--- src/rtl/tdc_tap_decoder.sv ---
// Tapped-delay-line TDC front end: synchronises the raw tap levels, detects rising hits,
// and emits the coarse timestamp plus a bubble-tolerant fine code through a one-deep holding register.
module tdc_tap_decoder #(
  parameter int NTAPS = 32,
  parameter int CW    = 16,
  parameter int FW    = 6
) (
  input  logic             clk,
  input  logic             rst_n,
  input  logic             en,
  input  logic [NTAPS-1:0] taps,
  output logic             out_valid,
  input  logic             out_ready,
  output logic [CW-1:0]    out_coarse,
  output logic [FW-1:0]    out_fine,
  output logic [7:0]       lost_cnt
);

  typedef enum logic {
    WAIT_CLEAR = 1'b0,
    ARMED      = 1'b1
  } state_t;

  logic [NTAPS-1:0] r_s1;
  logic [NTAPS-1:0] r_s2;
  logic             r_s1_vld;
  logic             r_s2_vld;
  logic [CW-1:0]    r_cnt;
  logic [CW-1:0]    r_cnt_d1;
  logic [CW-1:0]    r_cnt_d2;
  state_t           r_state;
  state_t           w_state_next;
  logic             w_s2_zero;
  logic             w_hit;
  logic             w_load;
  logic             w_drop;
  logic [FW-1:0]    w_pop;
  logic             r_valid;
  logic [CW-1:0]    r_coarse;
  logic [FW-1:0]    r_fine;
  logic [7:0]       r_lost;

  // Two-flop synchroniser; the _vld bits mark that s2 holds a real sample rather than reset zeros,
  // so taps already high at reset release can never be mistaken for a fresh edge.
  always_ff @(posedge clk or negedge rst_n) begin
    if (!rst_n) begin
      r_s1     <= '0;
      r_s2     <= '0;
      r_s1_vld <= 1'b0;
      r_s2_vld <= 1'b0;
    end else begin
      r_s1     <= taps;
      r_s2     <= r_s1;
      r_s1_vld <= 1'b1;
      r_s2_vld <= r_s1_vld;
    end
  end

  // Free-running coarse counter, delayed twice so r_cnt_d2 lines up with r_s2.
  always_ff @(posedge clk or negedge rst_n) begin
    if (!rst_n) begin
      r_cnt    <= '0;
      r_cnt_d1 <= '0;
      r_cnt_d2 <= '0;
    end else begin
      r_cnt    <= r_cnt + 1'b1;
      r_cnt_d1 <= r_cnt;
      r_cnt_d2 <= r_cnt_d1;
    end
  end

  always_comb begin
    w_pop = '0;
    for (int i = 0; i < NTAPS; i++) begin
      w_pop = w_pop + FW'(r_s2[i]);
    end
  end

  assign w_s2_zero = (r_s2 == '0);

  always_ff @(posedge clk or negedge rst_n) begin
    if (!rst_n) begin
      r_state <= WAIT_CLEAR;
    end else begin
      r_state <= w_state_next;
    end
  end

  always_comb begin
    w_state_next = r_state;
    if (!en) begin
      w_state_next = WAIT_CLEAR;
    end else begin
      case (r_state)
        WAIT_CLEAR: if (w_s2_zero && r_s2_vld) w_state_next = ARMED;
        ARMED:      if (!w_s2_zero)            w_state_next = WAIT_CLEAR;
        default:    w_state_next = WAIT_CLEAR;
      endcase
    end
  end

  always_comb begin
    w_hit = 1'b0;
    if (r_state == ARMED && en && !w_s2_zero) begin
      w_hit = 1'b1;
    end
  end

  // Single holding register: a hit loads it only when it is empty or being drained this cycle.
  assign w_load = w_hit && (!r_valid || out_ready);
  assign w_drop = w_hit && r_valid && !out_ready;

  always_ff @(posedge clk or negedge rst_n) begin
    if (!rst_n) begin
      r_valid  <= 1'b0;
      r_coarse <= '0;
      r_fine   <= '0;
    end else if (w_load) begin
      r_valid  <= 1'b1;
      r_coarse <= r_cnt_d2;
      r_fine   <= w_pop;
    end else if (out_ready) begin
      r_valid  <= 1'b0;
    end
  end

  always_ff @(posedge clk or negedge rst_n) begin
    if (!rst_n) begin
      r_lost <= '0;
    end else if (w_drop && r_lost != 8'hFF) begin
      r_lost <= r_lost + 8'd1;
    end
  end

  assign out_valid  = r_valid;
  assign out_coarse = r_coarse;
  assign out_fine   = r_fine;
  assign lost_cnt   = r_lost;

endmodule

--- config.mk ---
export PLATFORM = sky130hd
export DESIGN_NAME = tdc_tap_decoder
export DESIGN_NICKNAME = d
export VERILOG_FILES = /design/src/rtl/tdc_tap_decoder.sv
export SDC_FILE = /design/constraint.sdc
export NUM_CORES = 1
export LEC_CHECK = 0
export CAP_MARGIN = 15
export CORE_MARGIN = 2
export CORE_UTILIZATION = 30
export DETAILED_ROUTE_END_ITERATION = 6
export PLACE_DENSITY_LB_ADDON = 0.3
export SLEW_MARGIN = 5
export SYNTH_ARGS = -nofsm -noshare
export SYNTH_HDL_FRONTEND = slang
export SYNTH_SLANG_ARGS = --single-unit
--- constraint.sdc ---
create_clock -name clk -period 5.3 [get_ports clk]
set_clock_uncertainty 0.05 [all_clocks]
set_input_delay 0.795 -clock clk [delete_from_list [all_inputs] [get_ports clk]]
set_output_delay 0.795 -clock clk [all_outputs]
set_load 0.005 [all_outputs]
=== After elaboration in Yosys (flattened, before gate mapping) ===
Index checks and enable logic that the tools add are counted.
W data, S select, Z words.

* Output and inout bits: 31
* Register bits after elaboration: 146
* Word-level logic and storage cells: 67
* Input port bits: 36

* Bitwise operators: 1
* $add $sub $neg: 33
* Reductions and logical operators: 13
* Eq/ne operators: 1
* Multiplexer cells: 7

{| class="wikitable"
|+ Operators with widths
! cell !! count
|-
| $add A6 B1 Y6 || 26
|-
| $logic_not A32 Y1 || 1
|-
| $add A16 B1 Y16 const B || 1
|-
| $add A8 B1 Y8 const B || 1
|-
| $ne A8 B8 Y1 const B || 1
|-
| $logic_and A1 B1 Y1 || 7
|-
| $add A5 B1 Y6 || 1
|-
| $mux W1 || 6
|-
| $add A4 B1 Y5 || 1
|-
| $add A3 B1 Y4 || 1
|-
| $add A2 B1 Y3 || 1
|-
| $logic_not A1 Y1 || 3
|-
| $add A1 B1 Y2 || 1
|-
| $pmux W1 S2 || 1
|-
| $reduce_bool A2 Y1 || 1
|-
| $logic_or A1 B1 Y1 || 1
|-
| $not A1 Y1 || 1
|}

=== Longest topological paths before layout ===
Gate-level depths: netlist of the first run.

* Depth after elaboration: 31
* Mapped depth: 16
* Mapped depth without buffers: 16

=== Worst setup path before layout of the first run ===
Ideal clock, no wire load.

* Kind: register to register
* Start point: reg r_s2[17]
* End point: reg r_fine[4] (netlist: out_fine[4])
* Setup time: 125 ps
* Buffers on the path: 0
* Data arrival time: 4564 ps
* Data required time: 5125 ps
* Clock period less this slack: 4739 ps
* Stages on the path, launching flop included: 15
* Slack: 561 ps
* Path through: dfrtp_1 -> fa_1 -> inv_1 -> fa_1 -> fa_1 -> fa_1 -> fa_1 -> fa_1 -> inv_1 -> ha_1 -> fa_1 -> a21o_1 -> a21oi_1 -> xnor2_1 -> mux2_4

* Cells in the longest elaborated chain, start to end: 15
* Elaborated cells on any way between the ends: 20
* Those cells by class: add/sub: 15; mux: 1; reduce/logical: 4

{| class="wikitable"
|+ Ends and longest elaborated chain
! what !! RTL line !! RTL
|-
| from (decl) || 25 || <nowiki>logic [NTAPS-1:0] r_s2;</nowiki>
|-
| from (signal assigned) || 53 || <nowiki>r_s2 <= r_s1;</nowiki>
|-
| $add A6 B1 Y6 (15 in series) || 75 || <nowiki>w_pop = w_pop + FW'(r_s2[i]);</nowiki>
|-
| to (signal assigned) || 121 || <nowiki>r_fine <= w_pop;</nowiki>
|-
| to (decl) || 40 || <nowiki>logic [FW-1:0] r_fine;</nowiki>
|}

Several ways; a longest one is shown, not always the timed one.
A chain may end at the register's enable or synchronous reset.

=== Worst setup path in the final report of the first run ===
Ends and elaborated chain as after synthesis.

==> results of run 1 <==
## worst reg2reg max path: cells and delay by family (launching register included)
family / cells / cell delay [ps]
adders and majority gates: 8 / 3560
DFF: 1 / 410
AOI/OAI and AO/OA: 2 / 340
muxes: 1 / 260
buffers and inverters: 2 / 90
xor gates and xnor gates: 1 / 80
## stage by stage
step / std cells / cell area [sq um] / total power [uW]
floorplan: 346 / 5420 / 1680
global placement: 642 / 6360 / 1850
detailed placement: 642 / 6360 / 1840
CTS: 674 / 6970 / 3070
global route: 674 / 6970 / 3250
finish: 674 / 6970 / 3020
## state kept, by name (all words and copies together), names as in the netlist
register	cells
r_s1	32
r_s1_vld	1
r_cnt_d1	16
out_fine	6
r_state	1
r_s2	32
lost_cnt	8
r_s2_vld	1
r_cnt	16
out_coarse	16
out_valid	1
r_cnt_d2	16
## area by class of cell
type                       instances  area [sq um]
clock buffer                      21           450
tap                              229           287
sequential                       146          3650
multi-input combinational        150          1560
clock inverter                    11           154
inverter                          48           180
timing repair buffer              69           684
fill                            1648         10900
## placed cells by master, fill, tap and decap left out, drive strengths merged, types with 5 or more instances in the layout
cell type,n
nand2,13
ha,10
xnor2,11
nand4,6
nor2,6
clkbuf,21
dfrtp,146
clkdlybuf4s50,65
xor2,13
inv,50
and3,5
fa,24
nor4,10
mux2,22
## power by group
part	internal (uW)	leakage, uW	total [uW]	switching (uW)
registers	1140	0.00183	1150	13.9
logic	309	0.00118	657	348
clock network	757	0.000288	1210	453
total	2210	0.00330	3020	814
## how the worst max path moves through the flow
stage / depth (start not counted) / start / endpoint
after global routing: 15 / r_s2[1]$_DFF_PN0_ / out_fine[4]$_DFFE_PN0P_
after global placement: 14 / r_s2[0]$_DFF_PN0_ / out_fine[4]$_DFFE_PN0P_
after CTS: 14 / r_s2[17]$_DFF_PN0_ / out_fine[4]$_DFFE_PN0P_
after floorplan: 14 / r_s2[17]$_DFF_PN0_ / out_fine[4]$_DFFE_PN0P_
final: 14 / r_s2[17]$_DFF_PN0_ / out_fine[4]$_DFFE_PN0P_
after detailed placement: 14 / r_s2[17]$_DFF_PN0_ / out_fine[4]$_DFFE_PN0P_
## routing by layer
metal	share of wire [%]	vias up	global-route usage, %
met5	0	-	0
met4	1.2	0	4.40
met3	5.8	11	4.78
met2	48	51	17.0
met1	45	1373	13.9
li1	-	1279	-
## logic make-up after synthesis
group,after synthesis
buf+inv,50
compound gates,8
fa+ha+maj,34
mux,23
other cells,1
xor+xnor,24
flops,146
simple gates,60
==> results summary, run 1 <==
The kind of cell with the highest combined delay along the critical path is adder cells. After synthesis, the most frequently instantiated cells are 146 x dfrtp_1, 48 x inv_1, 24 x fa_1, 19 x mux2_4. The pre-CTS setup slack came out at 394 ps. The number of different library cells used by synthesis comes to 31. The total of cells resized after clock tree synthesis came out at 0. The terminating pin of the worst hold path is r_s2[11]$_DFF_PN0_. The number of global-route vias before repair was 3,169. The share of post-route cells with drive strength above 1 is 13.3%. TritonCTS built the clock tree.

The basic-gate share of the synthesized area counting and, or, nand and nor cells is 6.68%. The origin of the worst min-delay path is r_s1[11]$_DFF_PN0_. The most numerous cell type found on the critical path is fa_1. The root buffer cell chosen for the clock tree is clkbuf_16. The die extent in y is 138 um. The number of instances in the synthesized netlist came out at 346.

The end-of-flow core utilization came out at 39.1%. After synthesis, the largest family of logic cells by area is adder cells. The mapped netlist covers 0.00542 sq mm. The maximum root-to-sink buffer count came out at 2. The post-CTS clock slew at the launch and capture registers of the worst setup and hold paths came out at 60 ps. The width of the die came out at 138 um. The largest total area in the synthesized netlist belongs to dfrtp_1.

The final worst hold slack is 294 ps. The post-route antenna net violation count came out at 0. The number of antenna diodes in the final layout is 0. The worst reg2reg path endpoint is out_fine[4]$_DFFE_PN0P_. The xor/xnor cell area share of the yosys netlist came out at 3.88%. The total negative setup slack came out at 0 ps. The area of the core region came out at 0.0178 sq mm. The fmax came out at 203 MHz. In this run the mean area of a mapped cell was 15.7 sq um. Dividing the detail-routed wire length by the instance count gives 14.3 um. After Yosys synthesis, full adders, half adders and majority gates account for 11.2% of the synthesized area. Buffers added to address setup during post-CTS repair amount to 0.

The Yosys warning count is 0. The period utilization is 92.8%. The number of clock buffers inserted by TritonCTS is 17. The routed via count is 2,714.

By area the synthesized netlist is led by dfrtp_1 67%, fa_1 8.9%, mux2_4 5.3%. The worst pin sits at a relative slew slack of 42.1%. Of the post-synthesis cell area, the dominant cell type holds 67.5%. Across every metal layer, demand over resource in global routing totals 11.1%. At the pin with the least slew margin, the transition time is 868 ps.

The number of pins with negative max-slew slack in the final report came out at 0. The final weighted congestion of routability-driven global placement came out at 0.806. Data on the critical path arrives at its endpoint at 5160 ps.

The number of standard-cell rows in the floorplan is 49. The final count of hold timing violations came out at 0. Sequential cells were found to cover 67.5% of the synthesized design area. The minimum clock period came out at 4920 ps.

The first global-routing pass estimated 16,300 um of wire. The number of clock sinks is 146. The count of input and output buffers came out at 66.

The max-capacitance violation count came out at 0. The setup path with the least slack is of type reg2reg. The biggest fanout along the worst timing path came out at 3. The minimum setup slack among reg-to-reg paths is 380 ps. Once routing completed, OpenROAD measured the worst setup slack at 381 ps.

The insertion delay to the later sink of the worst-skew pair is 410 ps. After synthesis the netlist holds a flip-flop and latch count of 146. For this run, the post-layout net count is 502. The worst setup path is captured at a flop. STA classifies the critical path startpoint as a flop. Counting every net in the synthesized netlist gives 416. The worst hold path stage count came out at 0. The total number of H-tree levels came out at 4. The most common cell in the synthesized netlist is dfrtp_1.

Setup repair after global routing left no endpoint under its margin. The maximum single-stage delay on the critical path is 540 ps. The global route total overflow is 0.

Once detailed placement completed, the half-perimeter wirelength came to 6630 um. Buffers inserted to repair hold after CTS numbered 0. The share of the synthesized area in compound gates (AO/OA/AOI/OAI) came out at 0.924%. The power per standard cell area came out at 434 mW/mm^2. VDD sags by at most 0.311 mV. The number of DRC markers in iteration 0 is 106.

The count of buffering cells on the critical path with inverters included is 2. The flow ran to the end, and the final reports show no timing, DRC or antenna violations. The number of iterations in the first detailed-routing pass came out at 6. The share of flip-flops with an asynchronous set or reset after synthesis came out at 100%. The overall routed net length is 9620 um.

The worst reg2reg path startpoint is r_s2[17]$_DFF_PN0_. The number of DRC violations after detailed routing came out at 0. The leakage dissipation is 0.00330 uW. The type of the worst min-delay path is reg2reg. From synthesis to final layout, the design area changed by 28.7%. Entering global routing, the biggest net connects 98 pins. The number of enable-type register cells in the synthesized netlist is 0. The critical path goes through fa_1, inv_1, fa_1, fa_1, fa_1, fa_1, fa_1, inv_1, ha_1, fa_1, a21o_1, a21oi_1, xnor2_1, mux2_4. The largest individual stage delay along the critical path comes from the cell fa_1. The floorplan die area is 0.0191 sq mm. The initial utilization of the core area, before any placement, comes to 30.4%. Among all flip-flop cells after synthesis, the most frequent one is dfrtp_1.

The proportion of synthesized area in mux cells is 6.08%. The ratio of routed vias to standard cells is 4.03. Setup violations remaining at the end of the flow were counted as 0. The number of top-level pins came out at 67. STA puts the critical path data required time at 5550 ps. The worst register-to-register path has a depth of 14. The number of antenna violations at the first check in global routing came out at 0.
No activity file was read; power rests on OpenSTA's default activity.
==> inputs of run 2 (changes only) <==
Settings changed: CTS_CLUSTER_DIAMETER from default to 120.
==> results of run 2 <==
Same layout as run 1: the final DEF is identical, and so are final timing and power.
